==> src/rtl/serial_subtractor.sv <==
// Bit-serial unsigned subtractor: one full-subtractor cell and a registered borrow, LSB first.
// Optional macro SERIAL_SUB_OVF_EN adds output V, the signed overflow flag of A - B.
module serial_subtractor #(
    parameter int WIDTH = 4
) (
    input  logic             clk,
    input  logic             rst,
    input  logic             in_valid,
    output logic             in_ready,
    input  logic [WIDTH-1:0] A,
    input  logic [WIDTH-1:0] B,
    output logic             out_valid,
    input  logic             out_ready,
    output logic [WIDTH-1:0] D,
`ifdef SERIAL_SUB_OVF_EN
    output logic             V,
`endif
    output logic             Bout
);

    localparam int CW = (WIDTH > 1) ? $clog2(WIDTH) : 1;

    typedef enum logic [1:0] {IDLE, SHIFT, DONE} state_t;

    state_t           state_q;
    logic [WIDTH-1:0] aShift_q;
    logic [WIDTH-1:0] bShift_q;
    logic [WIDTH-2:0] partial_q;
    logic             borrow_q;
    logic [CW-1:0]    count_q;
    logic [WIDTH-1:0] diff_q;
    logic             bout_q;
    logic             outValid_q;

    logic             aBit;
    logic             bBit;
    logic             diffBit_d;
    logic             borrow_d;
    logic [WIDTH-1:0] result_d;

    assign aBit      = aShift_q[0];
    assign bBit      = bShift_q[0];
    assign diffBit_d = aBit ^ bBit ^ borrow_q;
    assign borrow_d  = (~aBit & bBit) | (~(aBit ^ bBit) & borrow_q);
    // The newest bit enters at the MSB so the final shift lands every bit in place.
    assign result_d  = {diffBit_d, partial_q};

`ifdef SERIAL_SUB_OVF_EN
    logic v_q;
    // On the last shift the operand LSBs are the original sign bits.
    always_ff @(posedge clk) begin
        if (rst) begin
            v_q <= 1'b0;
        end else if (state_q == SHIFT && count_q == CW'(WIDTH - 1)) begin
            v_q <= (aBit ^ bBit) & (aBit ^ diffBit_d);
        end
    end
    assign V = v_q;
`endif

    always_ff @(posedge clk) begin
        if (rst) begin
            state_q    <= IDLE;
            aShift_q   <= '0;
            bShift_q   <= '0;
            partial_q  <= '0;
            borrow_q   <= 1'b0;
            count_q    <= '0;
            diff_q     <= '0;
            bout_q     <= 1'b0;
            outValid_q <= 1'b0;
        end else begin
            case (state_q)
                IDLE: begin
                    if (in_valid) begin
                        aShift_q <= A;
                        bShift_q <= B;
                        borrow_q <= 1'b0;
                        count_q  <= '0;
                        state_q  <= SHIFT;
                    end
                end
                SHIFT: begin
                    aShift_q  <= aShift_q >> 1;
                    bShift_q  <= bShift_q >> 1;
                    borrow_q  <= borrow_d;
                    partial_q <= result_d[WIDTH-1:1];
                    count_q   <= count_q + CW'(1);
                    if (count_q == CW'(WIDTH - 1)) begin
                        diff_q     <= result_d;
                        bout_q     <= borrow_d;
                        outValid_q <= 1'b1;
                        state_q    <= DONE;
                    end
                end
                DONE: begin
                    if (out_ready) begin
                        outValid_q <= 1'b0;
                        state_q    <= IDLE;
                    end
                end
                default: begin
                    outValid_q <= 1'b0;
                    state_q    <= IDLE;
                end
            endcase
        end
    end

    assign in_ready  = (state_q == IDLE);
    assign out_valid = outValid_q;
    assign D         = diff_q;
    assign Bout      = bout_q;

endmodule

==> config.mk <==
export PLATFORM = sky130hd
export DESIGN_NAME = serial_subtractor
export DESIGN_NICKNAME = d
export VERILOG_FILES = /design/src/rtl/serial_subtractor.sv
export SDC_FILE = /design/constraint.sdc
export NUM_CORES = 1
export LEC_CHECK = 0
export CAP_MARGIN = 5
export CORE_MARGIN = 2
export CORE_UTILIZATION = 49
export DETAILED_ROUTE_END_ITERATION = 16
export PLACE_DENSITY = 0.84
export RECOVER_POWER = 25
export SLEW_MARGIN = 40
export SYNTH_ARGS = -nofsm -noshare
export SYNTH_HDL_FRONTEND = slang
export SYNTH_SLANG_ARGS = --single-unit
export TNS_END_PERCENT = 20
==> constraint.sdc <==
create_clock -name clk -period 1.7 [get_ports clk]
set_clock_uncertainty 0.1 [all_clocks]
set_input_delay 0.34 -clock clk [delete_from_list [all_inputs] [get_ports clk]]
set_output_delay 0.34 -clock clk [all_outputs]
set_load 0.01 [all_outputs]
==> impl_results.md <==
- Status: finished, final reports clean
- R2R Path Start: state_q[1]$_SDFFE_PP0P_
- CTS tree: done
- CTS buffer count: 3
- Router iterations before antenna repair: 4
- Die Ht: 49 microns
- Max VDD drop: 0.585 mV
- Global routing usage summed across all routing layers: 19.1%
- Remaining DRCs: 0
- TNS Setup: 0 ns
- First-pass GRT wire length: 3480 microns
- Row cnt: 16
- Final hold vios: 0
- Max cap viols: 0
- WP buf/inv: 1
- Pre-CTS setup slack: 0.00638 ns
- Final worst slack: 0.0645 ns
- Most frequent cells in the layout: dfxtp_1 (22), clkdlybuf4s50_1 (15), a21oi_1 (12), nand2_1 (11), nor2_1 (10)
- Die area: 0.00240 sq mm
- CP Data Arrival Time: 1.20 ns
- Worst slew pin tran: 0.344 ns
- Core area: 0.00194 sq mm
- Unrepaired setup endpoints after global routing: false
- Antenna violations before repair: 0
- CTS Sinks: 22
- Core Util, Final: 64.5%
- Fmax achieved: 0.611 GHz
- Synth Instances: 107
- DPL Wire Length: 1490 microns
- Ys Warns: 0
- Syn avg cell area: 9.27 sq um
- H-tree levels: 1
- PwrDens: 901 mW/mm^2
- GRT overflow: 0
- Vias in the first global route: 846
- Endpoint, Worst Hold: D[2]$_SDFFE_PP0P_
- Synth unique cells: 33
- HP Class: reg -> reg
- Fillers: 175
- Clk buf depth: 2
- R2R cell count: 4
- Synth Flop Type: dfxtp_1
- Largest net degree at the start of global routing: 22
- Area growth syn-to-layout: 26.2%
- Setup CP Type: reg -> out
- Initial Utilization: 51.1%
- Via density per instance: 5.65
- Fin crit period: 1.64 ns
- Vias: 875
- Fin area: 0.00125 sq mm
- Port Buffer Count: 18
- Slowest cell on crit path: clkdlybuf4s50_1
- Synth Register Bits: 22
- Top delay family on crit path: buffers and inverters
- Routability cong.: 0.741
- Cell Chain, Critical Path: clkdlybuf4s50_1
- Final setup violating endpoints: 0
- R2R Setup Slk: 0.20 ns
- Storage cell area: 440 sq um
- Antenna Nets Post-Route: 0
- Clock root buffer: clkbuf_4
- Hold Crit Start: D[2]$_SDFFE_PP0P_
- Crit-path max cell delay: 0.53 ns
- Nets: 143
- Leak Pwr: 0.000468 uW
- Launch point of the worst path: D[3]$_SDFFE_PP0P_
- Clk network pwr share: 36.0%
- Crit Path Max Fanout: 2
- Iter 0 DRT Violations: 20
- Period utilisation layout: 96.2%
- Cell Area, Synth: 992 sq um
- Die width: 49 microns
- N_diodes: 0
- Async set-reset flop share out of synthesis: 0%
- Worst r2r dst: Bout$_SDFFE_PP0P_
- Internal power: 859 uW
- Psw: 270 uW
- I/O pin count: 19
- Combined area of the multi-input logic cells: 464 sq um
- WL final: 2210 microns
- Sw Ratio: 23.9%
- Syn nets: 121
- Crit end category: primary output
- Relative slew margins: 77.1%
- Clk Latency, worst-skew pair: 0.31 ns
- Worst EP required: 1.26 ns
- Setup bufs post-CTS: 0
- Final Max Tran Viols: 0
- Comb power frac: 14.2%
- Post-synth EDFFs: 0
- Placed inst area: 0.00121 sq mm
- Share of cells above drive strength 1: 14.8%
- Sequential share of the synthesized area: 44.4%
- Commonest non-fill, non-tap cell in the layout: dfxtp_1
- CP Launch Type: register
- Seq pwr share: 49.7%
- WHS Path Cells: 2
- Average wire per standard cell: 14.2 microns
- Clock Pin Slew Worst Setup and Hold Paths: 0.13 ns
==> area by class of cell <==
type | count | share of cell area, %
inverter | 5 | 1.50
timing repair buffer | 25 | 19.4
clock buffer | 3 | 1.80
sequential | 22 | 35.2
clock inverter | 1 | 2.40
multi-input combinational | 72 | 37.1
tap | 27 | 2.70
==> state kept, by name, indices dropped and copies added, names as in the netlist <==
name and count:
Bout 1, D 4, aShift_q 4, bShift_q 4, borrow_q 1, count_q 2, out_valid 1, partial_q 3
state_q 2
==> metrics by stage <==
stage               cells  total power, uW  hold slack, ns
floorplan             107              675           0.309
global placement      151              724           0.343
detailed placement    151              733           0.346
CTS                   155             1130           0.364
global route          155             1170           0.392
finish                155             1130           0.363
==> cells by family after synthesis <==
family	synth area share [%]
adder cells (fa/ha/maj)	3.28
AO/OA/AOI/OAI	25.2
AND/OR/NAND/NOR	17.8
buffers and inverters	8.32
flip-flops	44.4
multiplexers	1.01
==> power groups by stage <==
stage          logic (uW)  clock network, uW  registers, uW
2_1_floorplan         109                  0            566
3_3_place_gp          155                  0            569
3_5_place_dp          162                  0            571
4_1_cts               162                411            560
5_1_grt               175                435            564
6_report              161                407            561
==> Yosys cell counts, types with 2 or more instances <==
cell	count	area share [%]
a2111oi_2	2	3.0
a211oi_1	3	2.3
a21oi_1	12	6.1
a32oi_1	2	1.8
buf_6	4	4.5
clkbuf_1	2	0.76
dfxtp_1	22	44
inv_1	3	1.1
inv_2	2	0.76
nand2_1	11	4.2
nand2b_1	2	1.3
nand3_1	4	2.0
nor2_1	11	4.2
nor2b_1	2	1.3
nor3_1	2	1.0
o21ai_0	2	1.0
o22ai_1	5	3.2
==> metal layers <==
metal	GRT usage [%]	up-vias	part of all wire, %	wire length [microns]
li1	-	421	-	-
met3	3.37	6	5.8	128
met1	20.9	410	43	950
met4	12.9	0	2.4	53
met2	33.6	38	49	1070
met5	0	-	0	0
==> worst max path at each step <==
stage / cells after the start / slack, ns / to
final: 1 / 0.06 / D[3]
after CTS: 1 / 0.03 / Bout
after floorplan: 5 / 0.42 / D[1]$_SDFFE_PP0P_
after detailed placement: 4 / 0.006 / aShift_q[2]$_SDFFE_PP0P_
after global placement: 4 / 0.06 / aShift_q[2]$_SDFFE_PP0P_
after global routing: 1 / 0.01 / D[0]
==> timing repair <==
action	in CTS	in global routing
hold buffers	0	0
setup endpoints to repair	1	2
resized for setup	2	2
No activity file was read; power rests on OpenSTA's default activity.
